`src/rtl/led_driver_if.sv`:
```
// Digit/segment bus between the digit-producing datapath and the display driver.
//   x0, x1, x2 : 4-bit hex digit values (x0 rightmost, x2 leftmost)
//   seg        : 7-bit segment drive, seg[0]=a .. seg[6]=g
//   an         : 3-bit digit select, an[k] selects digit xk
// master = digit source / display observer, slave = led_driver.
interface led_driver_if;
   logic [3:0] x0;
   logic [3:0] x1;
   logic [3:0] x2;
   logic [6:0] seg;
   logic [2:0] an;

   modport master (output x0, output x1, output x2, input seg, input an);
   modport slave  (input x0, input x1, input x2, output seg, output an);
endinterface

```
`src/rtl/led_driver.sv`:
```
// Three-digit multiplexed 7-segment display driver.
// A free-running prescaler paces a scan index over digits 0,1,2; each digit is
// shown for 2^PRESCALE_BITS clocks. Segment and digit-select outputs are
// registered and lag the scan index by one clock.
// Ports:
//   clock : system clock, rising edge
//   reset : synchronous, active-high; blanks the display and restarts the scan
//   bus   : led_driver_if.slave (x0..x2 in, seg/an out)
module led_driver #(
   parameter int unsigned PRESCALE_BITS  = 4,
   parameter bit          SEG_ACTIVE_LOW = 1'b1,
   parameter bit          AN_ACTIVE_LOW  = 1'b1
) (
   input logic         clock,
   input logic         reset,
   led_driver_if.slave bus
);

   // Scan states
   localparam logic [1:0] SCAN_D0 = 2'd0;
   localparam logic [1:0] SCAN_D1 = 2'd1;
   localparam logic [1:0] SCAN_D2 = 2'd2;

   // "Off" levels double as XOR masks converting active-high patterns to the
   // configured output polarity.
   localparam logic [6:0] SEG_OFF = SEG_ACTIVE_LOW ? 7'h7F : 7'h00;
   localparam logic [2:0] AN_OFF  = AN_ACTIVE_LOW  ? 3'b111 : 3'b000;

   logic [PRESCALE_BITS-1:0] cnt;
   logic [1:0]               idx;
   logic [1:0]               idx_nxt;
   logic [3:0]               digit_c;
   logic [2:0]               sel_c;
   logic [6:0]               pat_c;
   logic [6:0]               seg_q;
   logic [2:0]               an_q;

   // State and output registers
   always_ff @(posedge clock) begin
      if (reset) begin
         cnt   <= '0;
         idx   <= SCAN_D0;
         seg_q <= SEG_OFF;
         an_q  <= AN_OFF;
      end else begin
         cnt   <= cnt + PRESCALE_BITS'(1);
         idx   <= idx_nxt;
         seg_q <= pat_c ^ SEG_OFF;
         an_q  <= sel_c ^ AN_OFF;
      end
   end

   // Next scan index: advance when the prescaler is about to wrap
   always_comb begin
      idx_nxt = idx;
      case (idx)
         SCAN_D0: if (cnt == '1) idx_nxt = SCAN_D1;
         SCAN_D1: if (cnt == '1) idx_nxt = SCAN_D2;
         SCAN_D2: if (cnt == '1) idx_nxt = SCAN_D0;
         default: idx_nxt = SCAN_D0;
      endcase
   end

   // Digit mux and active-high one-hot select for the current index
   always_comb begin
      digit_c = bus.x0;
      sel_c   = 3'b000;
      case (idx)
         SCAN_D0: begin digit_c = bus.x0; sel_c = 3'b001; end
         SCAN_D1: begin digit_c = bus.x1; sel_c = 3'b010; end
         SCAN_D2: begin digit_c = bus.x2; sel_c = 3'b100; end
         default: begin digit_c = bus.x0; sel_c = 3'b000; end
      endcase
   end

   // Hex to active-high segment pattern {g..a}
   always_comb begin
      pat_c = 7'h00;
      case (digit_c)
         4'h0: pat_c = 7'h3F;
         4'h1: pat_c = 7'h06;
         4'h2: pat_c = 7'h5B;
         4'h3: pat_c = 7'h4F;
         4'h4: pat_c = 7'h66;
         4'h5: pat_c = 7'h6D;
         4'h6: pat_c = 7'h7D;
         4'h7: pat_c = 7'h07;
         4'h8: pat_c = 7'h7F;
         4'h9: pat_c = 7'h6F;
         4'hA: pat_c = 7'h77;
         4'hB: pat_c = 7'h7C;
         4'hC: pat_c = 7'h39;
         4'hD: pat_c = 7'h5E;
         4'hE: pat_c = 7'h79;
         4'hF: pat_c = 7'h71;
         default: pat_c = 7'h00;
      endcase
   end

   assign bus.seg = seg_q;
   assign bus.an  = an_q;

endmodule

```
`src/flat_wrapper.sv`:
```
// flat-port wrapper written by rule: the top's interface ports become plain ports
module led_driver_flat 
#(
   parameter int unsigned PRESCALE_BITS  = 4,
   parameter bit          SEG_ACTIVE_LOW = 1'b1,
   parameter bit          AN_ACTIVE_LOW  = 1'b1
)
  (clock, reset, bus_x0, bus_x1, bus_x2, bus_seg, bus_an);
  led_driver_if bus_i ();
  input logic clock;
  input logic reset;
  input wire logic [$bits(bus_i.x0)-1:0] bus_x0;
  input wire logic [$bits(bus_i.x1)-1:0] bus_x1;
  input wire logic [$bits(bus_i.x2)-1:0] bus_x2;
  output wire logic [$bits(bus_i.seg)-1:0] bus_seg;
  output wire logic [$bits(bus_i.an)-1:0] bus_an;
  assign bus_i.x0 = bus_x0;
  assign bus_i.x1 = bus_x1;
  assign bus_i.x2 = bus_x2;
  assign bus_seg = bus_i.seg;
  assign bus_an = bus_i.an;
  led_driver #(.PRESCALE_BITS(PRESCALE_BITS), .SEG_ACTIVE_LOW(SEG_ACTIVE_LOW), .AN_ACTIVE_LOW(AN_ACTIVE_LOW)) u_core (.clock(clock), .reset(reset), .bus(bus_i));
endmodule
```
`config.mk`:
```
export PLATFORM = sky130hd
export DESIGN_NAME = led_driver_flat
export DESIGN_NICKNAME = d
export VERILOG_FILES = /design/src/rtl/led_driver_if.sv /design/src/rtl/led_driver.sv /design/src/flat_wrapper.sv
export SDC_FILE = /design/constraint.sdc
export NUM_CORES = 1
export LEC_CHECK = 0
export CORE_MARGIN = 2
export CORE_UTILIZATION = 42
export CTS_BUF_LIST = sky130_fd_sc_hd__clkbuf_8 sky130_fd_sc_hd__clkbuf_16
export DETAILED_ROUTE_END_ITERATION = 7
export PLACE_DENSITY = 0.74
export SLEW_MARGIN = 0
export SYNTH_ARGS = -nofsm -noshare
export SYNTH_HDL_FRONTEND = slang
export SYNTH_SLANG_ARGS = --single-unit
export TNS_END_PERCENT = 100
```
`constraint.sdc`:
```
create_clock -name clock -period 2.18 [get_ports clock]
set_input_delay 0.436 -clock clock [delete_from_list [all_inputs] [get_ports clock]]
set_output_delay 0.436 -clock clock [all_outputs]
set_load 0.005 [all_outputs]
```
==> results.py, run 1 <==
metrics = {
    "status": {
        "outcome": "finished, final reports clean",
    },
    "min_path": {
        "whs_path_depth": 1,
        "min_from": "u_core.cnt[0]$_SDFF_PP0_",
        "whs_endpoint": "u_core.cnt[0]$_SDFF_PP0_",
        "holdCritPathClass": "register to register",
    },
    "yosys": {
        "ys.flop_type": "dfxtp_1",
        "ys_seq_elements": 16,
        "synthTopCellsByArea": "dfxtp_1 37%, ha_1 16%, a21oi_2 4.0%",
        "ys_seq_area_share_pct": 36.99,
        "yosys_warnings": 0,
        "synth_top_area_share_pct": 36.99,
        "synth_nets": 114,
        "synth_cell_types": 32,
        "synth_cells": 89,
        "synth_area_um2": 865.8,
        "synthArstFlopShare_pct": 0,
        "synth_edf_count": 0,
        "synth_top_area_cell": "dfxtp_1",
        "syn_area_per_cell_um2": 9.728,
    },
    "finish": {
        "fin_area_um2": 1181,
        "synthToLayoutAreaGrowth_pct": 36.42,
        "final_common_cell": "clkdlybuf4s50_1",
        "multiInputGateArea_um2": 503.0,
        "final_cell_mix": "23 x clkdlybuf4s50_1, 16 x dfxtp_1, 10 x ha_1",
        "fin_util_pct": 60.20,
        "final-seq-area_um2": 320.3,
        "drive_gt1_share_pct": 16.38,
        "antenna_cells": 0,
        "nNetsFinal": 143,
        "stdcell_count": 143,
        "fillCellCount": 185,
    },
    "pwr": {
        "pwr-share-clk_pct": 33.3,
        "power_density_nw_per_um2": 542.5,
        "swShare_pct": 22.27,
        "p_int_mw": 0.4981,
        "peakVddDrop_v": 0.0003070,
        "p_switching_mw": 0.1427,
        "seq_power_share_pct": 49.2,
        "p_leak_nw": 0.4832,
        "comb_power_share_pct": 17.5,
    },
    "cts": {
        "cts_buffers": 3,
        "tritoncts": "yes",
        "cts-root-buf": "clkbuf_8",
        "clkTransAtPathRegs_ps": 60,
        "clkLatencyLatePin_ps": 250,
        "cts_buffer_depth": 2,
        "cts_sinks": 16,
        "htreeDepth": 1,
    },
    "grt": {
        "grt_overflow_total": 0,
        "grt_pass1_wl_um": 3008,
        "grt_start_max_net_pins": 17,
        "grt_pass1_vias": 719,
        "antenna_found_initial": 0,
        "track_usage_pct": 15.91,
    },
    "timing": {
        "post-route-period-util_pct": 94.73,
        "maxSlewViolCount": 0,
        "fmax_mhz": 484.2,
        "whs_ps": 447.3,
        "worst_slew_pin_slew_ps": 577.1,
        "setup_viol": 0,
        "rsz0062_at_grt": "false",
        "finalCriticalPeriod_ps": 2065,
        "setup-tns-final_ps": 0,
        "slew_headroom_pct": 61.41,
        "hold_violations": 0,
        "clock_skew_ps": 2.447,
    },
    "die": {
        "start_util_pct": 44.13,
        "pin_count": 24,
        "rows": 16,
        "die_area_um2": 2441,
        "core_um2": 1962,
        "die_width_um": 49.41,
        "die_h_um": 49.41,
    },
    "routing": {
        "drt-pass1-iter-count": 4,
        "avgRoutedWirePerCell_um": 12.37,
        "ant_nets": 0,
        "drt-vias-per-instance": 5.238,
        "drt-initial-drc-count": 15,
        "drc_errors": 0,
        "drt-total-wl_um": 1769,
        "via_count": 749,
    },
    "worst_setup_path": {
        "reg2reg_to": "u_core.bus.seg[0]$_SDFF_PP1_",
        "crit_fanout": 6,
        "end_kind": "register",
        "reg2reg_depth": 9,
        "critPathLaunchType": "register",
        "cp_top_family": "adder cells",
        "reg2reg_from": "u_core.idx[0]$_SDFFE_PP0P_",
        "critPathRequiredTime_ps": 2320,
        "crit_chain": "inv_1 -> ha_2 -> nor2_1 -> a21oi_2 -> inv_1 -> ha_1 -> nor3_1 -> a21oi_1 -> a21o_1",
        "slowest_delay_ps": 410,
        "worst_path_max_delay_cell": "ha_2",
        "ff2ff_setup_slack_ps": 110,
        "cp_common_cell": "inv_1",
        "crit_type": "register to register",
        "cp.arrival_ps": 2200,
        "critPathBufInv": 2,
    },
    "placed_design": {
        "dpl.hpwl_um": 1400,
        "gp_congestion": 0.8897,
        "dp_cells": 140,
        "numPortBuffers": 23,
        "placed_area_um2": 1137,
    },
    "flow_run": {
        "drv_cap": 0,
    },
}
[cells by family after synthesis]
logic type	after synthesis	synth area share [%]
AND/OR/NAND/NOR	23	13.58
AO/OA/AOI/OAI	28	26.30
XOR/XNOR	2	2.023
adder cells (fa/ha/maj)	11	15.90
buffers and inverters	9	5.202
flip-flops	16	36.99
[cell usage after synthesis, types with 2 or more instances]
master / number
a21o_1: 3
a22oi_1: 2
dfxtp_1: 16
a221o_1: 3
a21oi_2: 4
nand2_1: 3
nor2_2: 4
o21ai_0: 4
a22oi_2: 2
nor2_1: 6
inv_1: 6
a221oi_1: 2
or2b_1: 2
nand3_1: 4
ha_1: 11
[worst max-delay path by stage]
stage	start	endpoint	cells past startpoint
final	u_core.idx[0]$_SDFFE_PP0P_	u_core.bus.seg[0]$_SDFF_PP1_	9
after global routing	u_core.idx[0]$_SDFFE_PP0P_	u_core.bus.seg[0]$_SDFF_PP1_	9
after CTS	u_core.idx[0]$_SDFFE_PP0P_	u_core.bus.seg[0]$_SDFF_PP1_	9
after detailed placement	bus_x1[1]	u_core.bus.seg[0]$_SDFF_PP1_	7
after global placement	bus_x1[1]	u_core.bus.seg[0]$_SDFF_PP1_	7
after floorplan	u_core.idx[0]$_SDFFE_PP0P_	u_core.bus.seg[0]$_SDFF_PP1_	9
[power by group through the flow]
stage | Clock (mW) | Combinational (mW) | Sequential (mW)
after CTS | 0.218 | 0.113 | 0.315
after global placement | 0 | 0.110 | 0.321
after detailed placement | 0 | 0.112 | 0.322
final | 0.213 | 0.112 | 0.315
after global routing | 0.232 | 0.122 | 0.317
after floorplan | 0 | 0.0520 | 0.323
[area by class of cell]
cell class / count / share of cell area, %
clock buffers: 3 / 3.496
inverters: 6 / 1.907
multi-input cells: 64 / 42.58
flip-flops and latches: 16 / 27.12
well taps: 27 / 2.860
repair buffers: 27 / 22.03
[worst register-to-register path: stages, from the launching register on]
cell and delay (ps):
dfxtp_1 370, inv_1 110, ha_2 410, nor2_1 80, a21oi_2 200, inv_1 130, ha_1 220, nor3_1 190
a21oi_1 70, a21o_1 160
[per-layer routing]
| layer | vias to the layer above | global-route usage [%] | share of wire, % |
|---|---|---|---|
| met5 | - | 0 | 0 |
| met2 | 30 | 28.38 | 50 |
| li1 | 372 | - | - |
| met4 | 0 | 9.259 | 2.0 |
| met3 | 5 | 3.681 | 6.6 |
| met1 | 342 | 16.95 | 41 |
[state kept, by name, indices dropped and copies added, names as in the netlist]
signal,flops
u_core.cnt,4
u_core.bus.seg,7
u_core.idx,2
u_core.bus.an,3
[per-stage QoR]
step	power, mW	worst slack [ps]
floorplan	0.3746	91.28
global placement	0.4314	55.40
detailed placement	0.4336	44.62
CTS	0.6455	81.28
global route	0.6720	17.01
finish	0.6408	114.9
[repair_timing]
item                       4_1_cts  5_1_grt
resized for setup                0        1
hold endpoints to repair         0        0
setup buffers                    0        0
setup endpoints to repair        0        2
hold buffers                     0        0
(Power assumes the default switching activity.)
==> inputs of run 2 (changes only) <==
CORE_ASPECT_RATIO = 0.75   (was default)
==> run 2 against run 1 <==
Against the previous run: maximum frequency is 0.77% higher; largest power group unchanged; worst setup slack improved by 16 ps; clock skew is 1.5 ps higher; cell area is 1.3% higher; combinational power up 4%; largest cell class unchanged; highest routed layer unchanged; sequential power is essentially flat; routed wire length up 4.4%; non-clock buffer count rose by 1; utilization up 0.23 points; first-iteration DRC count down 33%; critical path depth fell by 1.
==> results.py, run 2 (synthesized netlist as in run 1, its figures left out) <==
metrics = {
    "cts": {
        "post_cts_buffers": 0,
        "cts_sinks": 16,
        "tritoncts": "yes",
        "cts.hold.buffers_added": 0,
        "cts_buffer_depth": 2,
        "htreeDepth": 1,
        "cts_resized": 0,
        "cts-root-buf": "clkbuf_8",
        "clkLatencyLatePin_ps": 250,
        "cts_buffers": 3,
        "clkTransAtPathRegs_ps": 60,
    },
    "worst_setup_path": {
        "critPathRequiredTime_ps": 2330,
        "crit_fanout": 7,
        "critPathBufInv": 2,
        "cp_top_family": "simple AND/OR/NAND/NOR gates",
        "cp_common_cell": "nor2_2",
        "cp.arrival_ps": 2200,
        "worst_path_max_delay_cell": "ha_1",
        "slowest_delay_ps": 400,
        "crit_chain": "inv_1 -> ha_1 -> buf_4 -> nor2_2 -> a21o_4 -> nor2_2 -> or3_1 -> a21o_1",
        "crit_type": "register to register",
        "end_kind": "register",
        "critPathLaunchType": "register",
    },
    "finish": {
        "fillCellCount": 184,
        "nNetsFinal": 144,
        "synthToLayoutAreaGrowth_pct": 38.15,
        "antenna_cells": 0,
        "final_cell_mix": "23 x clkdlybuf4s50_1, 16 x dfxtp_1, 11 x ha_1",
        "drive_gt1_share_pct": 16.95,
        "final_common_cell": "clkdlybuf4s50_1",
        "largest_reg_flops": 7,
    },
    "placed_design": {
        "gp_congestion": 0.8010,
        "numPortBuffers": 23,
        "dpl.hpwl_um": 1463,
    },
    "die": {
        "start_util_pct": 43.74,
        "die_width_um": 56.43,
        "rows": 14,
        "core_um2": 1979,
        "die_h_um": 43.32,
        "pin_count": 24,
        "die_area_um2": 2444,
    },
    "timing": {
        "fmax_mhz": 488.0,
        "slew_headroom_pct": 62.50,
        "worst_slew_pin_slew_ps": 560.8,
        "setup_viol": 0,
        "hold_violations": 0,
        "maxSlewViolCount": 0,
        "rsz0062_at_grt": "false",
        "setup-tns-final_ps": 0,
        "clock_skew_ps": 3.953,
        "post-route-period-util_pct": 94.00,
        "finalCriticalPeriod_ps": 2049,
        "whs_ps": 451.7,
    },
    "grt": {
        "grt_start_max_net_pins": 17,
        "antenna_found_initial": 0,
        "grt_pass1_vias": 720,
        "grt_pass1_wl_um": 3098,
        "grt_overflow_total": 0,
        "track_usage_pct": 16.55,
    },
    "flow_run": {
        "drv_cap": 0,
    },
    "routing": {
        "drc_errors": 0,
        "drt-vias-per-instance": 5.387,
        "avgRoutedWirePerCell_um": 13.01,
        "drt-pass1-iter-count": 4,
        "drt-total-wl_um": 1847,
        "ant_nets": 0,
        "via_count": 765,
        "drt-initial-drc-count": 10,
    },
    "min_path": {
        "holdCritPathClass": "register to register",
    },
    "pwr": {
        "peakVddDrop_v": 0.0004928,
        "p_leak_nw": 0.4956,
        "power_density_nw_per_um2": 583.1,
    },
    "status": {
        "outcome": "finished, final reports clean",
    },
}
run 2: cell types whose count changed in the layout (fill, tap and decap cells not counted), sizes merged:
cell,previous run,this run
buf,4,5
clkbuf,3,4
run 2: path summary, 6_finish.rpt:
| check | start | depth (start not counted) | end | slack (ps) |
|---|---|---|---|---|
| worst min register to register | u_core.cnt[0]$_SDFF_PP0_ | 1 | u_core.cnt[0]$_SDFF_PP0_ | 450 |
| worst min-delay path | u_core.cnt[0]$_SDFF_PP0_ | 1 | u_core.cnt[0]$_SDFF_PP0_ | 450 |
| worst max register to register | u_core.idx[0]$_SDFFE_PP0P_ | 8 | u_core.bus.seg[0]$_SDFF_PP1_ | 130 |
| worst max-delay path | u_core.idx[0]$_SDFFE_PP0P_ | 8 | u_core.bus.seg[0]$_SDFF_PP1_ | 130 |
run 2: final cells by class:
class | count | area (µm²) | share of cell area [%]
multi-input cells | 64 | 500.5 | 41.84
flip-flops and latches | 16 | 320.3 | 26.78
repair buffers | 28 | 267.8 | 22.38
clock buffers | 4 | 55.05 | 4.602
well taps | 24 | 30.03 | 2.510
inverters | 6 | 22.52 | 1.883
run 2: report_power, final:
group          total, mW  switching, mW  leakage [nW]  internal, mW
Clock              0.265          0.105        0.0288         0.160
Combinational      0.117         0.0471         0.334        0.0695
Sequential         0.316        0.00673         0.132         0.309
Total              0.698          0.159         0.496         0.539
run 2: metrics by stage:
step                      cell area, µm²  util [%]  instances  setup WS (ps)  power [mW]
after floorplan                    865.8         -         89          91.28      0.3746
after global routing                1196     60.43        142          5.797      0.7266
after detailed placement            1141     57.65        138          37.45      0.4381
after global placement              1141     57.65        138          93.61      0.4339
final                               1196     60.43        142          130.7      0.6975
after CTS                           1196     60.43        142          120.9      0.7070
run 2: per-layer routing:
metal	vias to the layer above	GRT usage [%]	share of wire, %
met5	-	0	0
met4	0	5.714	1.1
met3	5	4.878	7.8
met2	33	29.07	47
met1	351	19.40	44
li1	376	-	-
==> inputs of run 3 (changes only) <==
SLEW_MARGIN = 20   (was 0)
==> results of run 3 <==
Same layout as run 2: the final DEF is identical, and so are final timing and power.
